==> config.mk <==
export PLATFORM = sky130hd
export DESIGN_NAME = carry_save_resolver
export DESIGN_NICKNAME = d
export VERILOG_FILES = /design/src/rtl/carry_save_resolver.sv
export SDC_FILE = /design/constraint.sdc
export NUM_CORES = 1
export LEC_CHECK = 0
export CORE_MARGIN = 8
export CORE_UTILIZATION = 31
export CTS_BUF_LIST = sky130_fd_sc_hd__clkbuf_8
export CTS_CLUSTER_DIAMETER = 150
export DETAILED_ROUTE_END_ITERATION = 12
export SLEW_MARGIN = 10
export SYNTH_ARGS = -nofsm -noshare
export SYNTH_HDL_FRONTEND = slang
export SYNTH_SLANG_ARGS = --single-unit
==> constraint.sdc <==
create_clock -name clock -period 2.8 [get_ports clock]
set_input_delay 0.28 -clock clock [delete_from_list [all_inputs] [get_ports clock]]
set_output_delay 0.28 -clock clock [all_outputs]
set_load 0.01 [all_outputs]
==> src/rtl/carry_save_resolver.sv <==
// carry_save_resolver: resolves a half-adder (sum, carry) pair to a binary sum one step per clock; in_* handshake accepts, out_* handshake delivers result/overflow/iterations
module carry_save_resolver #(
  parameter int WORD_WIDTH = 8,
  localparam int COUNT_WIDTH = $clog2(WORD_WIDTH + 1)
) (
  input  logic                   clock,
  input  logic                   reset,
  input  logic [WORD_WIDTH-1:0]  in_sum,
  input  logic [WORD_WIDTH-1:0]  in_carry,
  input  logic                   in_valid,
  output logic                   in_ready,
  output logic [WORD_WIDTH-1:0]  out_result,
  output logic                   out_overflow,
  output logic [COUNT_WIDTH-1:0] out_iterations,
  output logic                   out_valid,
  input  logic                   out_ready
);
  typedef enum logic [1:0] {IDLE, RESOLVE, DONE} state_t;
  state_t state_q, state_d;
  logic [WORD_WIDTH-1:0] s_q, s_d, c_q, c_d, res_q, res_d, cs;
  logic ovf_q, ovf_d;
  logic [COUNT_WIDTH-1:0] iter_q, iter_d;
  assign cs = c_q << 1;
  assign in_ready = state_q == IDLE;
  assign out_valid = state_q == DONE;
  assign out_result = res_q;
  assign out_overflow = ovf_q;
  assign out_iterations = iter_q;
  always_comb begin
    state_d = state_q;
    s_d = s_q;
    c_d = c_q;
    res_d = res_q;
    ovf_d = ovf_q;
    iter_d = iter_q;
    unique case (state_q)
      IDLE: if (in_valid) begin
        state_d = RESOLVE;
        s_d = in_sum;
        c_d = in_carry;
        ovf_d = 1'b0;
        iter_d = '0;
      end
      RESOLVE: if (c_q == '0) begin
        state_d = DONE;
        res_d = s_q;
      end else begin
        ovf_d = ovf_q | c_q[WORD_WIDTH-1];
        s_d = s_q ^ cs;
        c_d = s_q & cs;
        iter_d = iter_q + COUNT_WIDTH'(1);
      end
      DONE: state_d = out_ready ? IDLE : DONE;
      default: state_d = IDLE;
    endcase
  end
  always_ff @(posedge clock) begin
    if (reset) begin
      state_q <= IDLE;
      s_q <= '0;
      c_q <= '0;
      res_q <= '0;
      ovf_q <= 1'b0;
      iter_q <= '0;
    end else begin
      state_q <= state_d;
      s_q <= s_d;
      c_q <= c_d;
      res_q <= res_d;
      ovf_q <= ovf_d;
      iter_q <= iter_d;
    end
  end
endmodule
* Word-level counts from Yosys, hierarchy flattened
Cells that the tools add are included.
Operators by class: equal/unequal tests 5, bitwise operators 3, multiplexer cells 16, reduce and logical (&&, ||, !) cells 6, add/subtract/negate cells 1
Operator list (number):
- 2-to-1 mux 8 bit | 4
- case mux 8 bit (2 select lines) | 2
- bitwise AND 8 bit | 1
- logical NOT 8 bit | 1
- 2-to-1 mux 4 bit | 2
- case mux 4 bit (2 select lines) | 1
- XOR 8 bit | 1
- 2-to-1 mux 2 bit | 3
- != test 2 bit (second input constant) | 3
- case mux 2 bit (3 select lines) | 1
- adder 4 x 1 -> 4 bit (second input constant) | 1
- AND reduction 2 bit | 2
- AND reduction 3 bit | 1
- equality test 2 x 1 -> 1 bit (second input constant) | 1
- equality test 2 bit (second input constant) | 1
- logical NOT 2 bit | 1
- 2-to-1 mux 1 bit | 2
- case mux 1 bit (2 select lines) | 1
- nonzero test 2 bit | 1
- OR 1 bit | 1
Word-level totals: register bits 31

* Longest topological paths before layout
depth in word-level cells 3, mapped depth 5

* Least setup slack after synthesis
Ideal clock, no wire load.
kind reg-to-reg, from reg c_q[2], to reg iter_q[2], in the netlist out_iterations[2], setup time 0.123 ns, buffers on the path 1, path slack 1.188 ns, stages on the path, launching flop included 5, data required time 2.677 ns, arrival time 1.489 ns, cell sequence dfxtp_1 -> or4_1 -> buf_2 -> o211ai_1 -> mux2_1
Between the ends: cells in the longest elaborated chain, start to end 3
RTL lines:
- start: declaration | RTL line 20 | logic [WORD_WIDTH-1:0] s_q, s_d, c_q, c_d, res_q, res_d, cs;
- start signal: assignment | RTL line 61 | c_q <= '0;
- start signal: assignment | RTL line 68 | c_q <= c_d;
- logical NOT 8 bit | RTL line 44 | RESOLVE: if (c_q == '0) begin
- != test 2 bit (no source line)
- AND reduction 3 bit (no source line)
- end signal: assignment | RTL line 71 | iter_q <= iter_d;
- end: declaration | RTL line 22 | logic [COUNT_WIDTH-1:0] iter_q, iter_d;
No other way between the ends. A chain may end at the register's enable or synchronous reset.

* Worst setup path after layout
from reg state_q[0], to out out_valid
Between the ends: cells in the longest elaborated chain, start to end 1
RTL lines:
- start: declaration | RTL line 19 | state_t state_q, state_d;
- start signal: assignment | RTL line 66 | state_q <= state_d;
- equality test 2 bit | RTL line 25 | assign out_valid = state_q == DONE;
- end: declaration | RTL line 15 | output logic out_valid,
No other way between the ends.

==> impl_metrics.json <==
{
  "nets": 243,
  "routed_via_density": 5.42,
  "crit_chain": "buf_4, nor2b_1, clkdlybuf4s50_1",
  "synthSimpleGateAreaFrac_pct": 15.7,
  "num_io_pins": 35,
  "worst_pin_slew_ns": 0.464,
  "combPwrFrac_pct": 34.5,
  "dp.cells": 283,
  "postLayoutCoreUtil_pct": 40.3,
  "cts_hold_buffers": 0,
  "yosys-top-cells-area": "dfxtp_1 33%, o32ai_2 9.6%, mux2i_1 8.0%",
  "grt_pass1_vias": 1538,
  "status": "finished, final reports clean",
  "clock_latency_ns": 0.28,
  "rows": 28,
  "grt_max_degree": 34,
  "period_share_pct": 71.7,
  "coreArea_um2": 5890,
  "syn_nets": 212,
  "yosys.area.top_type_share_pct": 33.2,
  "p_per_area_nw_per_um2": 606,
  "cts_tree": "built",
  "grtUsageTotal_pct": 11.8,
  "start_util_pct": 31.7,
  "wl_per_cell_um": 17.2,
  "cts_root_buffer": "clkbuf_8",
  "finalNonFillerCells": 291,
  "worst_ep_required_time_ns": 2.52,
  "reg2regPathDepth": 4,
  "synth_edf_count": 0,
  "first_pass_iters": 4,
  "cp-start-kind": "register",
  "yosys.area.top_type": "dfxtp_1",
  "synth_top_family_by_area": "compound AO/OA/AOI/OAI gates",
  "hold_path_class": "reg -> reg",
  "drt_iter0_drc": 106,
  "max_stage_delay_ns": 0.58,
  "slowest_stage": "dfxtp_1",
  "synth-async-reset-ratio_pct": 0,
  "setup_violations": 0,
  "gp_congestion": 0.726,
  "grt_antenna_before_repair": 0,
  "p_sw_mw": 0.515,
  "finalHoldViolations": 0,
  "min_path_cells": 2,
  "setup.worst_path.end_class": "primary output",
  "power_frac_clock_pct": 27.1,
  "criticalPathCategory": "reg -> out",
  "slew_viol_final": 0,
  "wl_um": 5000,
  "htreeDepth": 2,
  "netlist-cell-type-count": 34,
  "tns_ns": 0,
  "vias": 1577,
  "postRouteAntennaNets": 0,
  "cts_max_path_buffers": 2,
  "synth_area_per_cell_um2": 10.2,
  "swShare_pct": 35.8,
  "antenna_cells_inserted": 0,
  "synth-compound-area-share_pct": 30.2,
  "rsz0062_at_grt": "no",
  "syn_to_final_growth_pct": 26.9,
  "ys_seq_area_share_pct": 33.2,
  "critPathArrivalTime_ns": 1.73,
  "finalPower_mw": 1.44,
  "drive_gt1_share_pct": 19.4,
  "intPower_mw": 0.923,
  "synth-adder-area-share_pct": 5.36,
  "grt_overflow": 0,
  "muxShareOfSynthArea_pct": 9.24,
  "syn_inst": 184,
  "fmax_ghz": 0.498,
  "dieArea_um2": 8770,
  "synth_seq_cells": 31,
  "synth_xor_area_share_pct": 0,
  "finClkSkew_ns": 0.00338,
  "p_leak_nw": 0.822,
  "pwr-share-seq_pct": 38.4,
  "die_h_um": 93.6,
  "cts_setup_buffers": 0,
  "synth_ff_type": "dfxtp_1",
  "cts.clk_slew.worst_paths_ns": 0.07,
  "cts_resized": 0,
  "netlist_area_um2": 1870,
  "io_buffers": 34,
  "ir_drop_mv": 0.259,
  "hold_ws_ns": 0.482,
  "cap_violations": 0,
  "clock_sinks": 31,
  "die_x_um": 93.6,
  "yosysWarnings": 0,
  "max_slew_margin_pct": 69.1,
  "drc": 0,
  "grt_pass1_wl_um": 8240,
  "cp_max_fo": 15,
  "dpl.hpwl_um": 3290,
  "cts_inserted_buffers": 5,
  "period_minus_slack_ns": 2.01
}
## cell usage in the layout, fill, tap and decap left out, drive strengths merged, types with 2 or more instances in the layout
| cell type | netlist | layout |
|---|---|---|
| o21ai | 2 | 2 |
| clkdlybuf4s50 | 0 | 34 |
| dfxtp | 31 | 31 |
| clkbuf | 8 | 7 |
| a211oi | 15 | 15 |
| nor4 | 2 | 2 |
| buf | 12 | 10 |
| o32ai | 14 | 14 |
| ha | 8 | 8 |
| inv | 2 | 3 |
| mux2 | 2 | 2 |
| a31oi | 3 | 3 |
| nor2 | 5 | 5 |
| o31ai | 8 | 8 |
| nand2 | 3 | 3 |
| a21oi | 10 | 10 |
| nand2b | 16 | 16 |
| o211ai | 2 | 2 |
| mux2i | 15 | 15 |
| nor2b | 4 | 4 |
| nor3b | 3 | 3 |
| nand4 | 10 | 10 |
| or4 | 2 | 2 |
## power groups by stage
stage          clock network (mW)  logic (mW)  registers [mW]
6_report                    0.389       0.496           0.553
5_1_grt                     0.416       0.543           0.562
4_1_cts                     0.395       0.497           0.552
3_5_place_dp                    0       0.494           0.562
3_3_place_gp                    0       0.491           0.561
2_1_floorplan                   0       0.380           0.542
## worst paths after layout
path                  from       endpoint  slack, ns
max reg2reg         c_q[2]         c_q[5]       0.90
min reg2reg  out_result[7]  out_result[7]       0.48
max             state_q[0]      out_valid       0.79
min          out_result[7]  out_result[7]       0.48
## kinds of logic after synthesis
| family | after synthesis |
|---|---|
| AOI/OAI and AO/OA | 59 |
| and+or+nand+nor | 47 |
| DFF | 31 |
| buffers and inverters | 22 |
| muxes | 17 |
| adders and majority gates | 8 |
## metal layers
metal | global-route usage, % | routed length [µm] | up-vias
li1 | - | - | 772
met1 | 16.4 | 2420 | 753
met2 | 17.3 | 2230 | 47
met3 | 3.21 | 300 | 5
met4 | 3.57 | 48 | 0
met5 | 0 | 0 | -
## flip-flops by register name, indices dropped and copies added, names as in the netlist
signal,cells
out_result,8
state_q,2
out_overflow,1
c_q,8
s_q,8
out_iterations,4
## cell usage after synthesis, types with 3 or more instances
cell / instances
buf_6: 3
o32ai_2: 11
ha_1: 8
a31oi_1: 3
o31ai_1: 8
nand4_1: 10
nor3b_1: 3
a211oi_2: 10
dfxtp_1: 31
nor2_1: 5
mux2i_1: 15
a211oi_1: 5
clkbuf_1: 8
nand2b_1: 16
buf_2: 7
nand2_1: 3
nor2b_1: 4
o32ai_1: 3
a21oi_1: 10
## area by class of cell
cell class | instances | area [µm²]
Timing Repair Buffer | 44 | 415
Fill cell | 620 | 3520
Clock inverter | 1 | 3.75
Inverter | 2 | 7.51
Sequential cell | 31 | 621
Clock buffer | 7 | 96.3
Tap cell | 75 | 93.8
Multi-Input combinational cell | 131 | 1130
## worst max-delay path: cells and delay by family (launching register included)
| family | cells | cell delay, ns |
|---|---|---|
| AND/OR/NAND/NOR | 1 | 0.08 |
| flip-flops | 1 | 0.58 |
| buffers and inverters | 2 | 0.78 |
## stage by stage
stage	setup slack (ns)	area, µm²
2_1_floorplan	1.19	1870
3_3_place_gp	0.924	2270
3_5_place_dp	0.935	2270
4_1_cts	0.786	2370
5_1_grt	0.686	2370
6_report	0.792	2370
Note: power is estimated with default switching activity, not from simulation.
